--- config.mk ---
export PLATFORM = sky130hd
export DESIGN_NAME = cla_seq_addsub
export DESIGN_NICKNAME = d
export VERILOG_FILES = /design/src/rtl/cla_seq_addsub.sv
export SDC_FILE = /design/constraint.sdc
export NUM_CORES = 1
export LEC_CHECK = 0
export BUFFER_PORTS_ARGS = -buffer_cell sky130_fd_sc_hd__buf_2
export CORE_ASPECT_RATIO = 1.2
export CORE_MARGIN = 2
export CORE_UTILIZATION = 54
export CTS_BUF_LIST = sky130_fd_sc_hd__clkbuf_8 sky130_fd_sc_hd__clkbuf_16
export CTS_CLUSTER_SIZE = 40
export DETAILED_ROUTE_END_ITERATION = 8
export PLACE_DENSITY_LB_ADDON = 0.12
export REMOVE_ABC_BUFFERS = 1
export SYNTH_ARGS = -nofsm -noshare
export SYNTH_HDL_FRONTEND = slang
export SYNTH_SLANG_ARGS = --single-unit
--- constraint.sdc ---
create_clock -name clock -period 4.8 [get_ports clock]
set_input_delay 0.48 -clock clock [delete_from_list [all_inputs] [get_ports clock]]
set_output_delay 0.48 -clock clock [all_outputs]
set_load 0.1 [all_outputs]
--- src/rtl/cla_seq_addsub.sv ---
// Multi-cycle carry-lookahead adder/subtractor: resolves one BLOCK-bit lookahead
// slice per cycle, rippling the carry between slices through a register.
module cla_seq_addsub #(
    parameter int WIDTH = 32,
    parameter int BLOCK = 8
) (
    input  logic             clock,
    input  logic             reset_n,
    input  logic             in_valid,
    output logic             in_ready,
    input  logic [WIDTH-1:0] data_A,
    input  logic [WIDTH-1:0] data_B,
    input  logic             sub,
    output logic             out_valid,
    input  logic             out_ready,
    output logic [WIDTH-1:0] result,
    output logic             carry_out,
    output logic             overflow,
    output logic             zero,
    output logic             busy
);

    localparam int NBLK  = WIDTH / BLOCK;
    localparam int IDX_W = (NBLK > 1) ? $clog2(NBLK) : 1;
    localparam logic [IDX_W-1:0] LAST_IDX = IDX_W'(NBLK - 1);

    typedef enum logic [1:0] {
        IDLE,
        BUSY,
        DONE
    } state_t;

    state_t           state;
    logic [IDX_W-1:0] idx;
    logic             carry_q;
    logic [WIDTH-1:0] op_a;
    logic [WIDTH-1:0] op_b;

    int               shamt;
    logic [BLOCK-1:0] slice_a;
    logic [BLOCK-1:0] slice_b;
    logic [BLOCK-1:0] gen;
    logic [BLOCK-1:0] prop;
    logic [BLOCK-1:0] slice_sum;
    logic [BLOCK:0]   carry_vec;
    logic             term;
    logic             carry_acc;
    logic [WIDTH-1:0] slice_mask;
    logic [WIDTH-1:0] next_result;

    // Each carry is an explicit sum of products of g/p terms and the incoming
    // carry, so no carry depends on a neighbouring bit's carry inside the slice.
    always_comb begin
        // NOTE: every always_comb output gets a default first so no path can infer a latch.
        shamt     = int'(idx) * BLOCK;
        slice_a   = BLOCK'(op_a >> shamt);
        slice_b   = BLOCK'(op_b >> shamt);
        gen       = slice_a & slice_b;
        prop      = slice_a | slice_b;
        carry_vec = '0;
        term      = 1'b0;
        carry_acc = 1'b0;
        carry_vec[0] = carry_q;
        for (int i = 0; i < BLOCK; i++) begin
            term = carry_q;
            for (int k = 0; k <= i; k++) begin
                term = term & prop[k];
            end
            carry_acc = term;
            for (int j = 0; j <= i; j++) begin
                term = gen[j];
                for (int k = j + 1; k <= i; k++) begin
                    term = term & prop[k];
                end
                carry_acc = carry_acc | term;
            end
            carry_vec[i+1] = carry_acc;
        end
        slice_sum   = slice_a ^ slice_b ^ carry_vec[BLOCK-1:0];
        slice_mask  = WIDTH'({BLOCK{1'b1}}) << shamt;
        next_result = (result & ~slice_mask) | (WIDTH'(slice_sum) << shamt);
    end

    // NOTE: the operand registers carry no reset; they are always loaded before use.
    always_ff @(posedge clock) begin
        if (in_ready && in_valid) begin
            op_a <= data_A;
            op_b <= sub ? ~data_B : data_B;
        end
    end

    // NOTE: sequential state uses non-blocking assignments only, so every flop samples pre-edge values.
    always_ff @(posedge clock) begin
        if (!reset_n) begin
            state     <= IDLE;
            idx       <= '0;
            carry_q   <= 1'b0;
            result    <= '0;
            carry_out <= 1'b0;
            overflow  <= 1'b0;
            zero      <= 1'b0;
            in_ready  <= 1'b1;
            out_valid <= 1'b0;
            busy      <= 1'b0;
        end else begin
            unique case (state)
                IDLE: begin
                    if (in_valid) begin
                        carry_q  <= sub;
                        idx      <= '0;
                        state    <= BUSY;
                        in_ready <= 1'b0;
                        busy     <= 1'b1;
                    end
                end
                BUSY: begin
                    result  <= next_result;
                    carry_q <= carry_vec[BLOCK];
                    idx     <= idx + 1'b1;
                    if (idx == LAST_IDX) begin
                        // Signed overflow compares carries into and out of the MSB.
                        carry_out <= carry_vec[BLOCK];
                        overflow  <= carry_vec[BLOCK-1] ^ carry_vec[BLOCK];
                        zero      <= (next_result == '0);
                        state     <= DONE;
                        busy      <= 1'b0;
                        out_valid <= 1'b1;
                    end
                end
                DONE: begin
                    if (out_ready) begin
                        state     <= IDLE;
                        out_valid <= 1'b0;
                        in_ready  <= 1'b1;
                    end
                end
                default: begin
                    state     <= IDLE;
                    in_ready  <= 1'b1;
                    out_valid <= 1'b0;
                    busy      <= 1'b0;
                end
            endcase
        end
    end

endmodule

### Word-level counts from Yosys, hierarchy flattened

Cells that the tools add are included.

| storage, ports and cells | value |
|---|---|
| register bits after elaboration | 107 |
| bits of input ports | 69 |
| output and inout port bits | 38 |
| logic and storage cells | 135 |

| operators by class | value |
|---|---|
| add/sub/neg operators | 1 |
| eq/ne operators | 6 |
| shifts and indexed selects | 4 |
| mux-type cells | 18 |
| bitwise logic cells | 84 |
| reduce and logical (&&, ||, !) cells | 10 |

Operators with widths:

| cell | count |
|---|---|
| inverter 32 bit | 2 |
| right shift 32 x 5 -> 8 bit | 2 |
| AND 1 bit | 36 |
| OR 1 bit | 36 |
| AND 32 bit | 1 |
| zero test 32 bit | 1 |
| 2-to-1 mux 32 bit | 1 |
| OR 32 bit | 1 |
| left shift 8 x 5 -> 32 bit | 1 |
| left shift 8 x 5 -> 32 bit (first input constant) | 1 |
| bitwise XOR 8 bit | 2 |
| AND reduction 3 bit | 4 |
| case mux 1 bit (3 select lines) | 3 |
| AND 8 bit | 1 |
| 2-to-1 mux 2 bit | 4 |
| OR 8 bit | 1 |
| 2-to-1 mux 1 bit | 7 |
| != test 2 bit (second input constant) | 3 |
| case mux 2 bit (3 select lines) | 1 |
| equality test 2 bit (second input constant) | 2 |
| case mux 2 bit (2 select lines) | 1 |
| AND reduction 2 bit | 2 |
| inverter 1 bit | 3 |
| adder 2 x 1 -> 2 bit (second input constant) | 1 |
| 6 further kinds | 6 |

### Depth between registers and ports, before layout

Gate-level depths: netlist of run 1.

| logic depth | value |
|---|---|
| depth in word-level cells | 20 |
| mapped depth | 11 |
| gate-level depth less buffers | 9 |

### Least setup slack after synthesis of run 1

No wires, ideal clock.

| timing | value |
|---|---|
| path kind | reg-to-reg |
| from | reg idx[0] |
| to | reg zero |
| library setup time | 0.084 ns |
| arrival time | 3.321 ns |
| data required time | 4.716 ns |
| path slack | 1.395 ns |
| stages on the path, launching flop included | 10 |
| path buffers | 1 |
| period minus slack after synthesis | 3.405 ns |
| cells stage by stage | dfxtp_1 > buf_1 > mux4_2 > fa_1 > xor2_1 > nor3_2 > nand4b_1 > or4_1 > or4_1 > o31ai_2 |

| between the ends | value |
|---|---|
| word-level cells in the longest chain between the ends | 20 |
| elaborated cells on any way between the ends | 70 |
| those cells by class | eq/ne: 1; shift: 4; bitwise: 63; reduce/logical: 2 |

RTL lines:

| element | line | RTL |
|---|---|---|
| from (decl) | 34 | `logic [IDX_W-1:0] idx;` |
| from (signal assigned) | 119 | `idx <= idx + 1'b1;` |
| right shift 32 x 5 -> 8 bit, on equally long branches | 56, 57 |  |
| OR 8 bit | 59 | `prop = slice_a \| slice_b;` |
| AND 1 bit (7 in a row) | 67 | `term = term & prop[k];` |
| OR 1 bit (7 in a row) | 75 | `carry_acc = carry_acc \| term;` |
| bitwise XOR 8 bit | 79 | `slice_sum = slice_a ^ slice_b ^ carry_vec[BLOCK-1:0];` |
| left shift 8 x 5 -> 32 bit | 81 | `next_result = (result & ~slice_mask) \| (WIDTH'(slice_sum) << shamt);` |
| OR 32 bit | 81 |  |
| zero test 32 bit | 124 | `zero <= (next_result == '0);` |
| to (signal assigned) | 124 |  |
| to (decl) | 19 | `output logic zero,` |

Several ways; a longest one is shown, not always the timed one.
A chain may end at the register's enable or synchronous reset.

### Worst setup path after layout of run 1

| timing | value |
|---|---|
| from | reg idx[0] |
| to | reg result[30] |

| between the ends | value |
|---|---|
| word-level cells in the longest chain between the ends | 17 |
| elaborated cells on any way between the ends | 38 |
| those cells by class | shift: 4; bitwise: 34 |

RTL lines:

| element | line | RTL |
|---|---|---|
| right shift 32 x 5 -> 8 bit, on equally long branches | 56, 57 |  |
| OR 8 bit | 59 |  |
| AND 1 bit (6 in a row) | 67 |  |
| OR 1 bit (6 in a row) | 75 |  |
| bitwise XOR 8 bit | 79 |  |
| left shift 8 x 5 -> 32 bit | 81 |  |
| OR 32 bit (*) | 81 |  |
| to (signal assigned) | 117 | `result <= next_result;` |
| to (decl) | 16 | `output logic [WIDTH-1:0] result,` |

Every way passes the cells marked *; elsewhere a longest branch is shown, timed or not.

==> results of run 1 <==
-- final cells by class --
| cell class | instances | area (sq um) | share of cell area (%) |
|---|---|---|---|
| multi-input cells | 224 | 1950 | 34.2 |
| inverters | 22 | 82.6 | 1.45 |
| clock inverters | 7 | 60.1 | 1.05 |
| flip-flops and latches | 107 | 2780 | 48.9 |
| repair buffers | 109 | 553 | 9.71 |
| well taps | 117 | 146 | 2.57 |
| clock buffers | 9 | 124 | 2.17 |
-- cell families (layout without fill, tap and decap cells) --
group / Yosys count / after routing / synth area share [%]
adder cells (fa/ha/maj): 21 / 21 / 5.55
flip-flops: 107 / 107 / 57.1
AND/OR/NAND/NOR: 84 / 84 / 10.3
buffers and inverters: 36 / 147 / 2.93
AO/OA/AOI/OAI: 63 / 63 / 9.35
XOR/XNOR: 39 / 39 / 7.17
multiplexers: 17 / 17 / 7.60
-- registers in the layout, summed over array words and instances, names as in the netlist --
name       count
state          2
carry_q        1
op_b          32
idx            2
zero           1
out_valid      1
overflow       1
carry_out      1
busy           1
in_ready       1
op_a          32
result        32
-- layer usage --
metal | GRT usage, % | vias up | part of all wire [%]
li1 | - | 1552 | -
met1 | 26.5 | 1548 | 42
met2 | 32.4 | 116 | 50
met3 | 3.41 | 18 | 5.2
met4 | 10.5 | 0 | 2.5
met5 | 0 | - | 0
-- power groups by stage --
stage | sequential (W) | clock (W) | combinational (W)
floorplan | 0.00118 | 0 | 0.000225
global placement | 0.00109 | 0 | 0.000451
detailed placement | 0.00109 | 0 | 0.000459
CTS | 0.00107 | 0.000538 | 0.000461
global route | 0.00107 | 0.000573 | 0.000495
finish | 0.00107 | 0.000525 | 0.000460
-- stage by stage --
step / instance area [sq um] / hold slack (ns) / instances / utilization, % / power, W
4_1_cts: 5700 / 0.263 / 595 / 65.8 / 0.00207
3_3_place_gp: 5510 / 0.449 / 579 / 63.7 / 0.00154
6_report: 5700 / 0.278 / 595 / 65.8 / 0.00205
2_1_floorplan: 4810 / 0.509 / 353 / - / 0.00141
3_5_place_dp: 5510 / 0.457 / 579 / 63.7 / 0.00155
5_1_grt: 5700 / 0.264 / 595 / 65.8 / 0.00214
-- worst min-delay path by stage --
stage	startpoint	end	slack (ns)
global route	data_A[4]	op_a[4]$_DFFE_PP_	0.26
global placement	out_valid$_SDFFE_PN0P_	out_valid$_SDFFE_PN0P_	0.45
detailed placement	out_valid$_SDFFE_PN0P_	out_valid$_SDFFE_PN0P_	0.46
finish	data_A[20]	op_a[20]$_DFFE_PP_	0.28
floorplan	state[1]$_SDFFE_PN0P_	state[1]$_SDFFE_PN0P_	0.51
CTS	data_A[20]	op_a[20]$_DFFE_PP_	0.26
-- layout by cell type, fill, tap and decap left out, types with 2 or more instances in the layout --
| master | netlist | layout |
|---|---|---|
| mux4_2 | 16 | 16 |
| nor2_1 | 6 | 6 |
| nor2b_1 | 38 | 38 |
| clkbuf_8 | 0 | 9 |
| o21ai_0 | 6 | 6 |
| buf_2 | 0 | 106 |
| buf_4 | 2 | 3 |
| o21bai_1 | 2 | 2 |
| edfxtp_1 | 64 | 64 |
| ha_1 | 20 | 20 |
| a21oi_1 | 11 | 11 |
| xnor2_1 | 4 | 4 |
| nor3_1 | 6 | 6 |
| a21boi_0 | 2 | 2 |
| nor4_1 | 5 | 5 |
| inv_1 | 22 | 23 |
| xor2_1 | 34 | 34 |
| clkinv_2 | 0 | 2 |
| a22oi_1 | 31 | 31 |
| nand2b_1 | 5 | 5 |
| nand3_1 | 2 | 2 |
| a2111oi_1 | 2 | 2 |
| dfxtp_1 | 43 | 43 |
| or4_1 | 2 | 2 |
| nand2_1 | 9 | 9 |
-- worst max-delay path, stage by stage, from the launching register on --
cell and delay, ns:
dfxtp_1 0.76, buf_4 0.37, mux4_2 0.29, inv_1 0.05, ha_1 0.26, or3_1 0.37, a2111oi_1 0.48, nor3_1 0.13
xnor2_1 0.57, a22oi_1 0.19, nor2b_1 0.14
-- cells in the mapped netlist, drive strengths merged (3+ instances only) --
cell / number / area share, %
inv: 22 / 1.7
dfxtp: 43 / 18
ha: 20 / 5.1
a2111oi: 3 / 0.59
nand2b: 6 / 0.82
and2: 3 / 0.44
mux4: 16 / 7.4
nor2: 6 / 0.46
o21ai: 7 / 0.72
xnor2: 4 / 0.72
edfxtp: 64 / 39
buf: 8 / 0.77
nand2: 9 / 0.69
nor4: 5 / 0.64
nor2b: 38 / 4.9
clkbuf: 6 / 0.46
xor2: 35 / 6.4
a21oi: 11 / 1.1
a22oi: 31 / 4.8
nor3: 7 / 0.82
==> impl_metrics.py, run 1 <==
metrics = {
    "logic_synthesis": {
        "synthDistinctLibCells": 46,
        "async_reset_ff_share_pct": 0,
        "synth_edf_count": 64,
        "ys_ff_latch": 107,
        "yosysWarningCount": 0,
        "postSynthCellCount": 367,
        "netlist_area_sq_um": 4870,
        "synth_seq_area_share_pct": 57.1,
        "synth.avg_cell_area_sq_um": 13.3,
        "ys.flop_type": "edfxtp_1",
    },
    "clock_network": {
        "cts_setup_buffers": 0,
        "cts_buffers": 9,
        "cts_tree": "built",
        "cts_resized": 0,
        "clock_path_buffers": 2,
        "path_clk_slew_ns": 0.10,
        "clockRootBuffer": "clkbuf_8",
        "cts_max_level": 3,
        "cts_sinks": 107,
        "clock_latency_ns": 0.37,
        "cts_hold_buf": 0,
    },
    "timing": {
        "fin_ws_ns": 1.13,
        "finalCritPeriodShare_pct": 76.4,
        "relSlewSlack_pct": 31.4,
        "fin_worst_skew_ns": 0.00879,
        "tns_ns": 0,
        "fmax_ghz": 0.273,
        "rsz0062_at_grt": "false",
        "finalHoldViolations": 0,
        "period_needed_ns": 3.67,
        "max_slew.worst_pin.slew_ns": 1.03,
        "drv_slew": 0,
        "final-setup-viol-count": 0,
    },
    "critical_path": {
        "r2r_setup_slack_ns": 1.13,
        "critPathLaunch": "idx[0]$_SDFFE_PN0P_",
        "start_kind": "register",
        "crit_fanout": 14,
        "rr_worst_depth": 10,
        "rr_startpoint": "idx[0]$_SDFFE_PN0P_",
        "cp-end-kind": "register",
        "crit_path_end": "result[30]$_SDFFE_PN0P_",
        "r2r_end": "result[30]$_SDFFE_PN0P_",
        "crit_type": "reg -> reg",
        "crit_required_ns": 5.10,
        "crit_arrival_ns": 3.97,
    },
    "drt": {
        "drt_first_pass_iters": 5,
        "ant_nets": 0,
        "wire_per_inst_um": 16.1,
        "vias": 3234,
        "drt_iter0_drc": 167,
        "vias_per_cell": 5.44,
        "drc_errors": 0,
        "wl_um": 9560,
    },
    "die": {
        "coreArea_sq_um": 8660,
        "die_area_sq_um": 9800,
        "std_cell_rows": 37,
        "chipHeight_um": 108,
        "io_pins": 107,
        "start_util_pct": 56.3,
        "die_x_um": 90.7,
    },
    "placed_design": {
        "dp_hpwl_um": 6900,
        "portBuffers": 106,
        "pre_cts_slack_ns": 1.10,
        "place.gp.congestion": 0.839,
    },
    "min_path": {
        "hold_path_depth": 1,
        "hp-class": "in -> reg",
    },
    "power_and_ir_drop": {
        "power_switching_share_pct": 30.4,
        "p_switching_w": 0.000623,
        "clkPwrFrac_pct": 25.6,
        "internal-power_w": 0.00143,
        "p_seq_share_pct": 52.0,
        "vdd_drop_max_mv": 0.180,
        "pwr-share-comb_pct": 22.4,
        "power.leakage_nw": 2.29,
        "powerDensity_nw_per_um2": 360,
    },
    "final_layout": {
        "area_growth_pct": 16.9,
        "drive_gt1_share_pct": 31.0,
        "antenna_cells": 0,
        "n_fill_cell": 679,
        "nets": 563,
    },
    "global_route": {
        "overflow": 0,
        "grt_pass1_vias": 3117,
        "grt_usage_pct": 20.1,
        "grt_pass1_wl_um": 15200,
        "antenna_found_initial": 0,
        "grt_max_degree": 65,
    },
    "run": {
        "cap_viol_max_count": 0,
    },
    "status": {
        "outcome": "finished, final reports clean",
    },
}
Note: power is estimated with default switching activity, not from simulation.
==> run 2: changes to the inputs <==
Settings changed: ABC_AREA from default to 1, CORE_UTILIZATION 54 to 55.
Clock period 4.8 ns to 3.8 ns, I/O delays scaled along.
==> run 2 against run 1 <==
Against the previous run:
- critical path depth grew 8
- hold slack lost 0.076 ns
- die area grew 8.4%
- sequential power grew 27%
- maximum frequency grew 20%
- clock power grew 79%
- cell count grew 37%
- total power grew 52%
- core utilization grew 0.31 points
- synthesized cell count grew 62%
- sequential share of layout area shrank 4.6 points
- critical path type unchanged
- largest power group unchanged
==> impl_metrics.py, run 2 <==
metrics = {
    "status": {
        "outcome": "finished, final reports clean",
    },
    "die": {
        "die_area_sq_um": 10600,
        "coreArea_sq_um": 9520,
        "std_cell_rows": 39,
        "io_pins": 107,
        "start_util_pct": 56.7,
        "die_x_um": 94.4,
        "chipHeight_um": 112,
    },
    "timing": {
        "fin_ws_ns": 0.753,
        "final-setup-viol-count": 0,
        "relSlewSlack_pct": 30.2,
        "rsz0062_at_grt": "false",
        "fin_worst_skew_ns": 0.00821,
        "finalCritPeriodShare_pct": 80.2,
        "fmax_ghz": 0.328,
        "period_needed_ns": 3.05,
        "tns_ns": 0,
        "max_slew.worst_pin.slew_ns": 1.05,
        "drv_slew": 0,
        "finalHoldViolations": 0,
    },
    "drt": {
        "wl_um": 11400,
        "ant_nets": 0,
        "drt_iter0_drc": 221,
        "drt_first_pass_iters": 4,
        "vias": 4282,
        "drc_errors": 0,
        "vias_per_cell": 5.24,
        "wire_per_inst_um": 14.0,
    },
    "logic_synthesis": {
        "synthDistinctLibCells": 38,
        "synth_area_leader_cell": "edfxtp_1",
        "yosysWarningCount": 0,
        "synth_area_leaders": "edfxtp_1 (36%), dfxtp_1 (16%), nand2_1 (9.2%)",
        "postSynthCellCount": 596,
        "synth_top_area_share_pct": 35.6,
        "synth.avg_cell_area_sq_um": 9.05,
        "ys_ff_latch": 107,
        "ys.flop_type": "edfxtp_1",
        "ys_top_cells_by_count": "nand2_1 (132), edfxtp_1 (64), inv_1 (61), nor2_1 (46)",
        "netlist_area_sq_um": 5400,
        "synth_seq_area_share_pct": 51.6,
        "post-synth-top-count-cell": "nand2_1",
        "synth_edf_count": 64,
        "async_reset_ff_share_pct": 0,
    },
    "final_layout": {
        "antenna_cells": 0,
        "area_growth_pct": 16.6,
        "layout_commonest_cell": "nand2_1",
        "final_cell_mix": "nand2_1 (132), buf_2 (106), edfxtp_1 (64)",
        "reg_top3": "op_a: 32 flops, op_b: 32 flops, result: 32 flops",
        "nets": 779,
        "drive_gt1_share_pct": 22.9,
        "fin_cells": 817,
    },
    "power_and_ir_drop": {
        "powerDensity_nw_per_um2": 495,
        "power.leakage_nw": 2.92,
        "p_seq_share_pct": 43.7,
        "clkPwrFrac_pct": 30.2,
        "internal-power_w": 0.00209,
        "vdd_drop_max_mv": 0.284,
        "p_switching_w": 0.00103,
        "pwr-share-comb_pct": 26.1,
        "power_switching_share_pct": 33.0,
        "power.total_w": 0.00312,
    },
    "run": {
        "cap_viol_max_count": 0,
    },
    "clock_network": {
        "cts_tree": "built",
        "cts_resized": 0,
        "cts_setup_buffers": 0,
        "clock_path_buffers": 2,
        "cts_buffers": 9,
        "cts_hold_buf": 0,
        "cts_max_level": 3,
        "clock_latency_ns": 0.35,
        "path_clk_slew_ns": 0.07,
        "cts_sinks": 107,
        "clockRootBuffer": "clkbuf_16",
    },
    "placed_design": {
        "numPlacedInstances": 801,
        "pre_cts_slack_ns": 0.772,
        "dp_hpwl_um": 8350,
        "portBuffers": 106,
        "place.gp.congestion": 0.874,
    },
    "global_route": {
        "overflow": 0,
        "grt_pass1_vias": 4017,
        "grt_usage_pct": 22.6,
        "antenna_found_initial": 0,
        "grt_max_degree": 39,
        "grt_pass1_wl_um": 19000,
    },
    "critical_path": {
        "crit_type": "reg -> reg",
        "crit_arrival_ns": 3.32,
        "cp-end-kind": "register",
        "crit_required_ns": 4.07,
        "rr_worst_depth": 18,
        "crit_fanout": 27,
        "start_kind": "register",
    },
    "min_path": {
        "hold_path_depth": 1,
        "hp-class": "in -> reg",
    },
}
[run 2: critical path, stage by stage, from the launching register on]
cell and delay, ns:
dfxtp_1 0.31, buf_4 0.20, inv_2 0.34, nand2_1 0.12, a32oi_1 0.36, fa_1 0.52
nand3_1 0.12, nand3_2 0.09, nor2_1 0.10, nand3_1 0.08, nor2_1 0.11, nand2_1 0.08
nor2_2 0.08, nand2_1 0.06, nor2_2 0.08, nand2_1 0.06, nor2_2 0.08, nand3_1 0.08
a21oi_2 0.11
[run 2: final cells by class]
| class | instances | area [sq um] |
|---|---|---|
| well taps | 123 | 154 |
| flip-flops and latches | 107 | 2780 |
| fillers | 797 | 3230 |
| repair buffers | 112 | 576 |
| inverters | 68 | 255 |
| clock inverters | 6 | 63.8 |
| clock buffers | 10 | 239 |
| multi-input cells | 391 | 2220 |
[run 2: stage by stage]
stage          hold WS [ns]  utilization (%)  cell area [sq um]
5_1_grt               0.198             66.1               6290
3_3_place_gp          0.433             62.9               5990
6_report              0.201             66.1               6290
3_5_place_dp          0.456             62.9               5990
2_1_floorplan         0.478                -               5260
4_1_cts               0.194             66.1               6290
[run 2: final timing paths]
check / start / to / slack (ns)
max: idx[0]$_SDFFE_PN0P_ / zero$_SDFFE_PN0P_ / 0.75
min: data_A[27] / op_a[27]$_DFFE_PP_ / 0.20
max reg2reg: idx[0]$_SDFFE_PN0P_ / zero$_SDFFE_PN0P_ / 0.75
min reg2reg: out_valid$_SDFFE_PN0P_ / out_valid$_SDFFE_PN0P_ / 0.46
[run 2: logic make-up (layout without fill, tap and decap cells)]
group | after synthesis | count (layout) | synth area share (%)
AOI/OAI and AO/OA | 100 | 100 | 11.0
DFF | 107 | 107 | 51.6
xor gates and xnor gates | 32 | 32 | 5.19
buffers and inverters | 98 | 196 | 7.28
adders and majority gates | 21 | 21 | 5.01
and+or+nand+nor | 238 | 238 | 19.9
[run 2: power by group through the flow]
stage / Combinational, W / Sequential [W] / Clock (W)
after floorplan: 0.000442 / 0.00155 / 0
after global placement: 0.000796 / 0.00138 / 0
after detailed placement: 0.000810 / 0.00139 / 0
after CTS: 0.000816 / 0.00136 / 0.000958
after global routing: 0.000910 / 0.00137 / 0.000997
final: 0.000815 / 0.00136 / 0.000940
[run 2: per-layer routing]
layer	wire length, um	track usage (%)
met5	0	0
met4	191	7.34
met3	573	3.69
met2	5610	38.7
met1	5060	29.3
==> run 3: changes to the inputs <==
Clock period 3.8 ns to 2.9 ns, I/O delays scaled along.
==> run 3 against run 2 <==
Against the previous run:
- first-iteration DRC count decreased by 27%
- final area increased by 1.2%
- maximum frequency increased by 15%
- clock skew decreased by 0.0018 ns
- sequential share of layout area decreased by 0.52 points
- non-clock buffer count increased by 6
- register-to-register slack got worse by 0.49 ns
- hold slack got worse by 0.089 ns
- highest routed layer unchanged
==> impl_metrics.py, run 3 (synthesis gave the netlist of run 2 again) <==
metrics = {
    "drt": {
        "vias_per_cell": 5.22,
        "wl_um": 11400,
        "wire_per_inst_um": 13.8,
        "drt_iter0_drc": 161,
        "drc_errors": 0,
        "drt_first_pass_iters": 4,
        "ant_nets": 0,
        "vias": 4295,
    },
    "critical_path": {
        "crit_buf_inv": 1,
        "r2r_setup_slack_ns": 0.26,
        "critPathLaunch": "idx[0]$_SDFFE_PN0P_",
        "rr_worst_depth": 17,
        "crit_fanout": 30,
        "crit_arrival_ns": 2.91,
        "rr_startpoint": "idx[0]$_SDFFE_PN0P_",
        "max_stage_delay_ns": 0.50,
        "crit_type": "reg -> reg",
        "crit_required_ns": 3.17,
        "r2r_end": "zero$_SDFFE_PN0P_",
        "start_kind": "register",
        "slowest_stage": "fa_1",
        "cp-end-kind": "register",
        "cp_cell_sequence": "buf_12 -> nand2_1 -> a32oi_2 -> fa_1 -> nand2_1 -> nand3_1 -> nor2_1 -> nand3_1 -> nor2_1 -> nand2_1 -> nor2_2 -> nand2_1 -> nor2_2 -> nand2_1 -> nor2_2 -> nand3_1 -> a21oi_2",
        "path_delay_family": "simple AND/OR/NAND/NOR gates",
        "cpMostUsedCell": "nand2_1",
    },
    "clock_network": {
        "cts_hold_buf": 0,
        "cts_tree": "built",
        "cts_setup_buffers": 0,
        "clock_path_buffers": 2,
        "clockRootBuffer": "clkbuf_16",
        "cts_max_level": 3,
        "cts_sinks": 107,
        "cts_buffers": 9,
        "path_clk_slew_ns": 0.07,
        "clock_latency_ns": 0.35,
    },
    "min_path": {
        "holdCritStartpoint": "data_A[29]",
        "hold_path_depth": 1,
        "hold_end": "op_a[29]$_DFFE_PP_",
        "hp-class": "in -> reg",
    },
    "power_and_ir_drop": {
        "clkPwrFrac_pct": 27.7,
        "pwr-share-comb_pct": 27.5,
        "p_seq_share_pct": 44.8,
        "power_switching_share_pct": 33.8,
        "power.leakage_nw": 2.96,
        "internal-power_w": 0.00263,
        "power.total_w": 0.00398,
        "p_switching_w": 0.00135,
        "powerDensity_nw_per_um2": 625,
        "vdd_drop_max_mv": 0.376,
    },
    "placed_design": {
        "place_area_sq_um": 6060,
        "numPlacedInstances": 807,
        "dp_hpwl_um": 8230,
        "portBuffers": 106,
        "place.gp.congestion": 0.904,
    },
    "global_route": {
        "overflow": 0,
        "grt_pass1_vias": 4129,
        "grt_pass1_wl_um": 19000,
        "grt_max_degree": 65,
        "grt_usage_pct": 22.5,
        "antenna_found_initial": 0,
    },
    "final_layout": {
        "reg_top3": "op_a: 32 flops, op_b: 32 flops, result: 32 flops",
        "antenna_cells": 0,
        "drive_gt1_share_pct": 24.1,
        "final_cell_mix": "nand2_1 (132), buf_2 (106), edfxtp_1 (64)",
        "fin_cells": 823,
        "fin_area_sq_um": 6370,
        "nets": 785,
        "n_fill_cell": 787,
        "layout_commonest_cell": "nand2_1",
        "post-route-util_pct": 66.9,
        "area_growth_pct": 18.0,
    },
    "timing": {
        "drv_slew": 0,
        "max_slew.worst_pin.slew_ns": 0.907,
        "hold_slack_ns": 0.113,
        "relSlewSlack_pct": 39.5,
        "period_needed_ns": 2.64,
        "final-setup-viol-count": 0,
        "fin_worst_skew_ns": 0.00638,
        "finalHoldViolations": 0,
        "finalCritPeriodShare_pct": 91.0,
        "rsz0062_at_grt": "false",
        "fmax_ghz": 0.379,
    },
    "die": {
        "io_pins": 107,
        "start_util_pct": 56.7,
        "die_area_sq_um": 10600,
        "die_x_um": 94.4,
        "chipHeight_um": 112,
        "coreArea_sq_um": 9520,
        "std_cell_rows": 39,
    },
    "status": {
        "outcome": "finished, final reports clean",
    },
    "run": {
        "cap_viol_max_count": 0,
    },
}
==> run 3: cell count changes in the layout (fill, tap and decap cells not counted), sizes merged <==
cell / before / now
clkbuf: 10 / 9
clkinvlp: 2 / 1
inv: 71 / 72
bufinv: 1 / 0
buf: 112 / 118
clkinv: 0 / 2
==> run 3: worst reg2reg max path, stage by stage (launching register included) <==
cell and delay (ns):
dfxtp_2 0.38, buf_12 0.19, nand2_1 0.09, a32oi_2 0.27, fa_1 0.50, nand2_1 0.12, nand3_1 0.09, nor2_1 0.12
nand3_1 0.07, nor2_1 0.11, nand2_1 0.08, nor2_2 0.08, nand2_1 0.06, nor2_2 0.07, nand2_1 0.06, nor2_2 0.07
nand3_1 0.09, a21oi_2 0.12
==> run 3: area by class of cell <==
type / count / area (sq um) / share of cell area (%)
inverter: 68 / 258 / 4.05
timing repair buffer: 118 / 646 / 10.1
tap: 123 / 154 / 2.42
sequential: 107 / 2780 / 43.7
clock buffer: 9 / 225 / 3.54
multi-input combinational: 391 / 2260 / 35.6
clock inverter: 7 / 36.3 / 0.570
==> run 3: worst max path at each step <==
stage                              endpoint  slack (ns)  cells after the start
final                     zero$_SDFFE_PN0P_        0.26                     17
after global routing      zero$_SDFFE_PN0P_        0.02                     20
after CTS                 zero$_SDFFE_PN0P_        0.13                     17
after detailed placement  zero$_SDFFE_PN0P_        0.16                     17
after global placement    zero$_SDFFE_PN0P_        0.24                     17
after floorplan           zero$_SDFFE_PN0P_       -0.49                     17
==> run 3: power by group through the flow <==
stage | Sequential [W] | Combinational [W] | Clock [W]
after floorplan | 0.00204 | 0.000580 | 0
after global placement | 0.00181 | 0.00106 | 0
after detailed placement | 0.00182 | 0.00108 | 0
after CTS | 0.00178 | 0.00108 | 0.00112
after global routing | 0.00179 | 0.00122 | 0.00118
final | 0.00178 | 0.00110 | 0.00110
==> run 3: per-stage QoR <==
stage | setup slack (ns) | TNS (ns)
4_1_cts | 0.129 | 0
3_3_place_gp | 0.241 | 0
6_report | 0.260 | 0
2_1_floorplan | -0.486 | -3.60
3_5_place_dp | 0.157 | 0
5_1_grt | 0.0172 | 0
==> run 3: repair_timing <==
action                                  in CTS  in global routing
endpoints found under the setup margin       0                  2
resized for setup                            0                  9
endpoints found under the hold margin        0                  0
==> run 3: layer usage <==
metal,vias up,global-route usage (%),wire [um]
met4,0,11.1,323
li1,2175,-,-
met5,-,0,0
met1,1927,29.8,4840
met3,24,2.75,638
met2,169,36.6,5580
